<file path="config.mk">
export PLATFORM = sky130hd
export DESIGN_NAME = parity_stream_unit
export DESIGN_NICKNAME = d
export VERILOG_FILES = /design/src/rtl/parity_stream_unit.sv
export SDC_FILE = /design/constraint.sdc
export NUM_CORES = 1
export LEC_CHECK = 0
export ABC_AREA = 1
export CORE_MARGIN = 2
export CORE_UTILIZATION = 50
export DETAILED_ROUTE_END_ITERATION = 6
export PLACE_DENSITY = 0.82
export SLEW_MARGIN = 15
export SYNTH_ARGS = -nofsm -noshare
export SYNTH_HDL_FRONTEND = slang
export SYNTH_SLANG_ARGS = --single-unit
</file>
<file path="constraint.sdc">
create_clock -name clk_i -period 2.26 [get_ports clk_i]
set_input_delay 0.452 -clock clk_i [delete_from_list [all_inputs] [get_ports clk_i]]
set_output_delay 0.452 -clock clk_i [all_outputs]
set_load 0.02 [all_outputs]
</file>
<file path="src/rtl/parity_stream_unit.sv">
// Per-word parity generate/check over a framed valid/ready stream, with one summary per frame.
// word_par_o one cycle after accept; summary valid after the last accepted word and held until out_ready_i.
module parity_stream_unit #(
   parameter int DATA_W = 16,
   parameter int CNT_W  = 8
) (
   input  logic              clk_i,
   input  logic              rst_ni,
   input  logic              mode_i,
   input  logic              odd_i,
   input  logic              in_valid_i,
   output logic              in_ready_o,
   input  logic [DATA_W-1:0] in_data_i,
   input  logic              in_par_i,
   input  logic              in_last_i,
   output logic              word_par_o,
   output logic              out_valid_o,
   input  logic              out_ready_i,
   output logic              out_parity_o,
   output logic [CNT_W-1:0]  out_len_o,
   output logic [CNT_W-1:0]  out_err_cnt_o
);

   typedef enum logic [1:0] {S_IDLE, S_ACCUM, S_RESULT} state_t;

   localparam logic [CNT_W-1:0] CNT_MAX = '1;
   localparam logic [CNT_W-1:0] CNT_ONE = CNT_W'(1);

   state_t           state;
   logic             mode_q;
   logic             odd_q;
   logic             acc_q;
   logic             word_par_q;
   logic             in_ready_q;
   logic             out_valid_q;
   logic [CNT_W-1:0] len_q;
   logic [CNT_W-1:0] err_q;

   logic accept;
   logic mode_eff;
   logic odd_eff;
   logic p;
   logic mismatch;

   // The first word of a frame uses the live config; later words use the latched copy.
   always_comb begin
      mode_eff = mode_q;
      odd_eff  = odd_q;
      if (state == S_IDLE) begin
         mode_eff = mode_i;
         odd_eff  = odd_i;
      end
      accept   = in_valid_i && in_ready_q;
      p        = (^in_data_i) ^ odd_eff;
      mismatch = mode_eff && (p != in_par_i);
   end

   always_ff @(posedge clk_i or negedge rst_ni) begin
      if (!rst_ni) begin
         state       <= S_IDLE;
         mode_q      <= 1'b0;
         odd_q       <= 1'b0;
         acc_q       <= 1'b0;
         word_par_q  <= 1'b0;
         in_ready_q  <= 1'b1;
         out_valid_q <= 1'b0;
         len_q       <= '0;
         err_q       <= '0;
      end else begin
         case (state)
            S_IDLE: begin
               if (accept) begin
                  mode_q     <= mode_i;
                  odd_q      <= odd_i;
                  len_q      <= CNT_ONE;
                  acc_q      <= p;
                  err_q      <= mismatch ? CNT_ONE : '0;
                  word_par_q <= p;
                  if (in_last_i) begin
                     state       <= S_RESULT;
                     in_ready_q  <= 1'b0;
                     out_valid_q <= 1'b1;
                  end else begin
                     state <= S_ACCUM;
                  end
               end
            end
            S_ACCUM: begin
               if (accept) begin
                  if (len_q != CNT_MAX) len_q <= len_q + CNT_ONE;
                  if (mismatch && (err_q != CNT_MAX)) err_q <= err_q + CNT_ONE;
                  acc_q      <= acc_q ^ p;
                  word_par_q <= p;
                  if (in_last_i) begin
                     state       <= S_RESULT;
                     in_ready_q  <= 1'b0;
                     out_valid_q <= 1'b1;
                  end
               end
            end
            S_RESULT: begin
               // No bypass: the next frame is accepted only from IDLE, one cycle later.
               if (out_ready_i) begin
                  state       <= S_IDLE;
                  in_ready_q  <= 1'b1;
                  out_valid_q <= 1'b0;
                  len_q       <= '0;
                  err_q       <= '0;
                  acc_q       <= 1'b0;
               end
            end
            default: begin
               state       <= S_IDLE;
               in_ready_q  <= 1'b1;
               out_valid_q <= 1'b0;
            end
         endcase
      end
   end

   assign in_ready_o    = in_ready_q;
   assign out_valid_o   = out_valid_q;
   assign word_par_o    = word_par_q;
   assign out_parity_o  = acc_q;
   assign out_len_o     = len_q;
   assign out_err_cnt_o = err_q;

endmodule
</file>
==> results.toml, run 1 <==
[layout]
multiInputGateArea_um2 = 1100
drive_above_1_share = 0.111
post-route-util = 0.679
final_cell_count_no_fill = 399
diodes = 0
fill_cells = 332
layout.nets = 382
area_growth_pct = 29.8
register_area_um2 = 602

[grt]
overflow = 0
grt_max_degree = 25
grt_first_pass_wirelength_um = 6780
antenna_found_initial = 0
grt_pass1_vias = 1754
grt_util_all_layers = 0.197

[worst_hold_path]
hp-class = "reg2reg"

[timing]
tightest_slew_ns = 0.351
post-route-min-period_ns = 2.02
relSlewSlack = 0.764
min_period_over_period = 0.894
setup_viol = 0
slew_viol_final = 0
setup_ws_ns = 0.239
fin_skew_ns = 0.00161
max_freq_ghz = 0.495
setup_tns_ns = 0
hold_viol = 0

[yosys]
seq_area_frac_synth = 0.314
synthesis.yosys.warnings = 0
ys_types = 28
postSynthCellCount = 300
netlist_area_um2 = 1910
avgSynthCellArea_um2 = 6.38
synth_nets = 330
synth_seq_cells = 24
synth_area_leaders = "dfrtp_1 (30%), nand2_1 (23%), inv_1 (9.2%)"
synth_top_area_frac = 0.301
yosysTopAreaCell = "dfrtp_1"

[worst_setup_path]
worstPathArrival_ns = 2.19
crit_required_ns = 2.43
critPathCapture = "out_err_cnt_o[6]"
r2r-end = "out_err_cnt_o[6]"
worst_setup_path_start_kind = "input port"
path_class = "in2reg"
crit_start = "in_data_i[4]"
rrSetupSlack_ns = 0.24
worstReg2RegStart = "state[1]"
r2r_cells = 13
crit_fanout = 8
end_kind = "register"

[route]
avgRoutedWirePerCell_um = 9.98
ant_nets = 0
drtIter0Drc = 105
firstDrtPassIters = 4
via_per_inst = 4.87
finalWirelength_um = 3980
drcViolationCount = 0
vias = 1942

[die]
die_area_um2 = 4340
die_y_um = 65.9
core_um2 = 3660
num_rows = 22
pin_count = 44
start_util = 0.523
die_w_um = 65.9

[placement]
numPortBuffers = 43
place_hpwl_um = 3090
place_ws_ns = -0.0665
dp.cells = 393
gp_congestion = 0.830

[power]
power.leakage_nw = 1.29
power_w = 0.00242
peakVddDrop_uv = 673
pwr_density_cell_nw_per_um2 = 974

[clocking]
clock_latency_ns = 0.27
htreeDepth = 1
clk_path_buf_depth = 2
root_buffer = "clkbuf_8"
clk_pin_slew_ns = 0.08
cts_buffers = 3
cts_tree = "yes"
cts.sinks = 24

[status]
outcome = "completed"

[flow_run]
maxCapViolations = 0
flip-flops by register name (all words and copies together), names as in the netlist:
| name | flops |
|---|---|
| in_ready_o | 1 |
| mode_q | 1 |
| odd_q | 1 |
| out_err_cnt_o | 8 |
| out_len_o | 8 |
| out_parity_o | 1 |
| out_valid_o | 1 |
| state | 2 |
| word_par_o | 1 |
what timing repair did:
action | CTS | global route
endpoints found under the setup margin | 0 | 8
hold buffers | 0 | 0
resized for setup | 0 | 2
buffers inserted | 0 | 2
hold endpoints to repair | 0 | 0
Yosys cell counts:
master	n
nor4_1	1
o21ai_0	14
nand3_2	4
nor2_1	19
o22ai_4	1
o31ai_1	1
or2_2	3
a21oi_2	1
buf_6	2
nor3_1	5
a31oi_4	1
nor2_2	1
o21a_1	1
a41oi_1	1
nand4_1	2
inv_1	47
dfrtp_1	23
nand2_2	7
a31oi_1	1
o21bai_1	1
dfstp_2	1
nand2_4	3
inv_2	5
ha_1	6
nand3_1	17
nor2_4	1
a21oi_1	13
nand2_1	118
cells by family (layout without fill, tap and decap cells):
| logic type | after synthesis | after routing | synth area share |
|---|---|---|---|
| and+or+nand+nor | 181 | 181 | 0.416 |
| buffers and inverters | 54 | 105 | 0.114 |
| adders and majority gates | 6 | 6 | 0.0392 |
| AOI/OAI and AO/OA | 35 | 35 | 0.116 |
| DFF | 24 | 24 | 0.314 |
metal layers:
layer	up-vias	global-route usage	wire length, um	share of wire
li1	1035	-	-	-
met2	39	0.342	1920	0.48
met4	0	0.0729	61	0.015
met1	861	0.243	1820	0.46
met3	7	0.0341	183	0.046
met5	-	0	0	0
worst max-delay path: stages:
cell             delay [ns]
clkdlybuf4s50_1        0.52
inv_2                  0.05
nand2_1                0.06
nand2_1                0.08
nand2_1                0.07
nand2_1                0.06
inv_1                  0.05
nand2_1                0.04
nand2_1                0.07
nand2_1                0.08
nand3_1                0.09
nand3_1                0.08
nand2_2                0.07
nand3_2                0.08
nand2_4                0.13
nand2_4                0.10
nand2_1                0.07
nand2_1                0.05
report_power, final:
group          internal (W)  switching (W)
Clock              0.000156       0.000138
Combinational      0.000586       0.000931
Sequential         0.000539      0.0000706
Total               0.00128        0.00114
stage by stage:
step | cell area (um2) | hold slack, ns
after floorplan | 1910 | 0.156
after global placement | 2410 | 0.470
after detailed placement | 2410 | 0.476
after CTS | 2470 | 0.501
after global routing | 2480 | 0.526
final | 2480 | 0.515
how the worst min path moves through the flow:
stage | start | end | slack, ns | cells after the start
after CTS | out_valid_o | out_valid_o | 0.50 | 2
after global routing | out_err_cnt_o[4] | out_err_cnt_o[4] | 0.53 | 2
after floorplan | rst_ni | mode_q | 0.16 | 0
after detailed placement | out_valid_o | out_valid_o | 0.48 | 2
after global placement | out_valid_o | out_valid_o | 0.47 | 2
final | mode_q | mode_q | 0.52 | 2
cells in the final DEF (no fill, tap or decap), drive strengths merged, types with 2 or more instances in the layout:
master | Yosys | routed
clkbuf | 0 | 4
a31oi | 2 | 2
dfrtp | 23 | 23
nand3 | 21 | 21
nor3 | 5 | 5
a21oi | 14 | 14
ha | 6 | 6
nand2 | 128 | 128
clkdlybuf4s50 | 0 | 43
or2 | 3 | 3
inv | 52 | 52
o21ai | 14 | 14
buf | 2 | 6
nand4 | 2 | 2
nor2 | 21 | 21
final cells by class:
type                       instances  area share
multi-input combinational        222       0.442
sequential                        24       0.242
timing repair buffer              49       0.191
inverter                          52      0.0785
tap                               48      0.0242
clock buffer                       4      0.0222
No activity file was read; power rests on OpenSTA's default activity.
==> run 2: changes to the inputs <==
Settings changed: ABC_AREA 1 to default, CORE_UTILIZATION 50 to 48, PLACE_DENSITY 0.82 to 0.81.
==> results.toml, run 2 <==
[route]
drtIter0Drc = 64
finalWirelength_um = 3870
drcViolationCount = 0
via_per_inst = 5.44
firstDrtPassIters = 4
ant_nets = 0
avgRoutedWirePerCell_um = 13.5
vias = 1560

[clocking]
cts_tree = "yes"
clk_path_buf_depth = 2
cts_buffers = 3
clk_pin_slew_ns = 0.14
cts.sinks = 24
htreeDepth = 1
root_buffer = "clkbuf_4"
clock_latency_ns = 0.32

[timing]
setup_tns_ns = 0
max_freq_ghz = 0.445
hold_viol = 0
fin_skew_ns = 0.00481
setup_viol = 0
setup_ws_ns = 0.0108
rsz0062_at_grt = "true"
min_period_over_period = 0.995
slew_viol_final = 0
tightest_slew_ns = 0.601
post-route-min-period_ns = 2.25
relSlewSlack = 0.594
hold_slack_ns = 0.486

[yosys]
yosysTopAreaCell = "dfrtp_1"
netlist_area_um2 = 1650
yosys-top-cells-count = "dfrtp_1 (23), nand3_1 (15), nor2_1 (14)"
synth-main-ff-cell = "dfrtp_1"
avgSynthCellArea_um2 = 9.15
synth_top_area_frac = 0.350
async_flop_share = 1.00
synth_seq_cells = 24
postSynthCellCount = 180
synth_nets = 210
synth-edff-count = 0
post-synth-top-count-cell = "dfrtp_1"
seq_area_frac_synth = 0.366
synthesis.yosys.warnings = 0
synth_area_leaders = "dfrtp_1 (35%), xnor2_1 (6.9%), ha_1 (4.6%)"
ys_types = 48

[grt]
grt_first_pass_wirelength_um = 6530
overflow = 0
antenna_found_initial = 0
grt_pass1_vias = 1479
grt_util_all_layers = 0.205
grt_max_degree = 25

[worst_setup_path]
end_kind = "register"
rrSetupSlack_ns = 0.03
critPathMaxStageDelay_ns = 0.43
crit_fanout = 5
crit_required_ns = 2.47
path_class = "in2reg"
worstPathArrival_ns = 2.46
cpMaxStageDelayCell = "clkdlybuf4s50_1"
path_cells = "clkdlybuf4s50_1, xnor2_1, xnor3_2, xor2_4, xnor2_2, o31ai_2, buf_4, o211ai_1"
r2r_cells = 9
worstReg2RegStart = "state[1]"
r2r-end = "out_err_cnt_o[2]"
worst_setup_path_start_kind = "input port"

[layout]
final_cell_count_no_fill = 287
fin_area_um2 = 2340
fill_cells = 264
register_area_um2 = 602
layout.nets = 272
multiInputGateArea_um2 = 1030
layout_common_cells = "clkdlybuf4s50_1 (42), dfrtp_1 (23), buf_4 (19)"
drive_above_1_share = 0.162
diodes = 0
final_common_cell = "clkdlybuf4s50_1"
area_growth_pct = 42.3

[status]
outcome = "completed"

[die]
die_y_um = 62.6
pin_count = 44
die_w_um = 62.6
start_util = 0.497
core_um2 = 3310
die_area_um2 = 3920
num_rows = 21

[power]
power.leakage_nw = 0.981
peakVddDrop_uv = 392
pwr_density_cell_nw_per_um2 = 475

[placement]
numPortBuffers = 43
placed_area_um2 = 2240
gp_congestion = 0.878
place_ws_ns = -0.370
dp.cells = 280
place_hpwl_um = 2980

[flow_run]
maxCapViolations = 0

[worst_hold_path]
hp-class = "in2async"
run 2: per-layer routing:
layer | vias to the layer above | routed length, um | GRT usage
li1 | 782 | - | -
met1 | 733 | 1710 | 0.265
met2 | 40 | 1930 | 0.351
met3 | 5 | 192 | 0.0414
met4 | 0 | 31 | 0.0528
met5 | - | 0 | 0
run 2: how the worst max path moves through the flow:
| stage | endpoint | start | slack [ns] | depth (start not counted) |
|---|---|---|---|---|
| after floorplan | out_err_cnt_o[5] | state[0] | -0.004 | 9 |
| after global placement | out_err_cnt_o[5] | in_data_i[1] | -0.32 | 7 |
| after detailed placement | out_err_cnt_o[5] | in_data_i[4] | -0.37 | 7 |
| after CTS | out_err_cnt_o[5] | in_data_i[13] | -0.02 | 7 |
| after global routing | out_err_cnt_o[2] | in_data_i[3] | -0.07 | 8 |
| final | out_err_cnt_o[2] | in_data_i[3] | 0.01 | 8 |
run 2: cell type report:
cell class,instances,area share
clock buffer,4,0.0155
inverter,11,0.0176
multi-input combinational,140,0.442
sequential,24,0.257
tap,46,0.0246
timing repair buffer,62,0.244
run 2: critical path: cells and delay by family:
kind / cells / cell delay (ns)
xor gates and xnor gates: 4 / 1.02
AOI/OAI and AO/OA: 2 / 0.37
buffers and inverters: 2 / 0.62
run 2: power by group:
group / switching (W) / total, W / internal, W
Clock: 0.000136 / 0.000235 / 0.0000986
Sequential: 0.0000100 / 0.000449 / 0.000439
Combinational: 0.000193 / 0.000431 / 0.000238
Total: 0.000338 / 0.00111 / 0.000775
run 2: metrics by stage:
stage / power, W / util
detailed placement: 0.000847 / 0.677
global placement: 0.000845 / 0.677
finish: 0.00111 / 0.708
global route: 0.00118 / 0.708
floorplan: 0.000678 / -
CTS: 0.00109 / 0.694
run 2: logic make-up (layout without fill, tap and decap cells):
family | count (synthesis) | after routing | share of synthesized area
muxes | 5 | 5 | 0.0334
AOI/OAI and AO/OA | 43 | 43 | 0.179
adders and majority gates | 6 | 6 | 0.0456
DFF | 24 | 24 | 0.366
and+or+nand+nor | 69 | 69 | 0.215
buffers and inverters | 16 | 77 | 0.0372
xor gates and xnor gates | 17 | 17 | 0.125
run 2: what timing repair did:
item	in CTS	in global routing
gates resized for setup	3	7
endpoints found under the setup margin	4	9
setup buffers	1	2
hold buffers	0	0
pin swaps	2	3
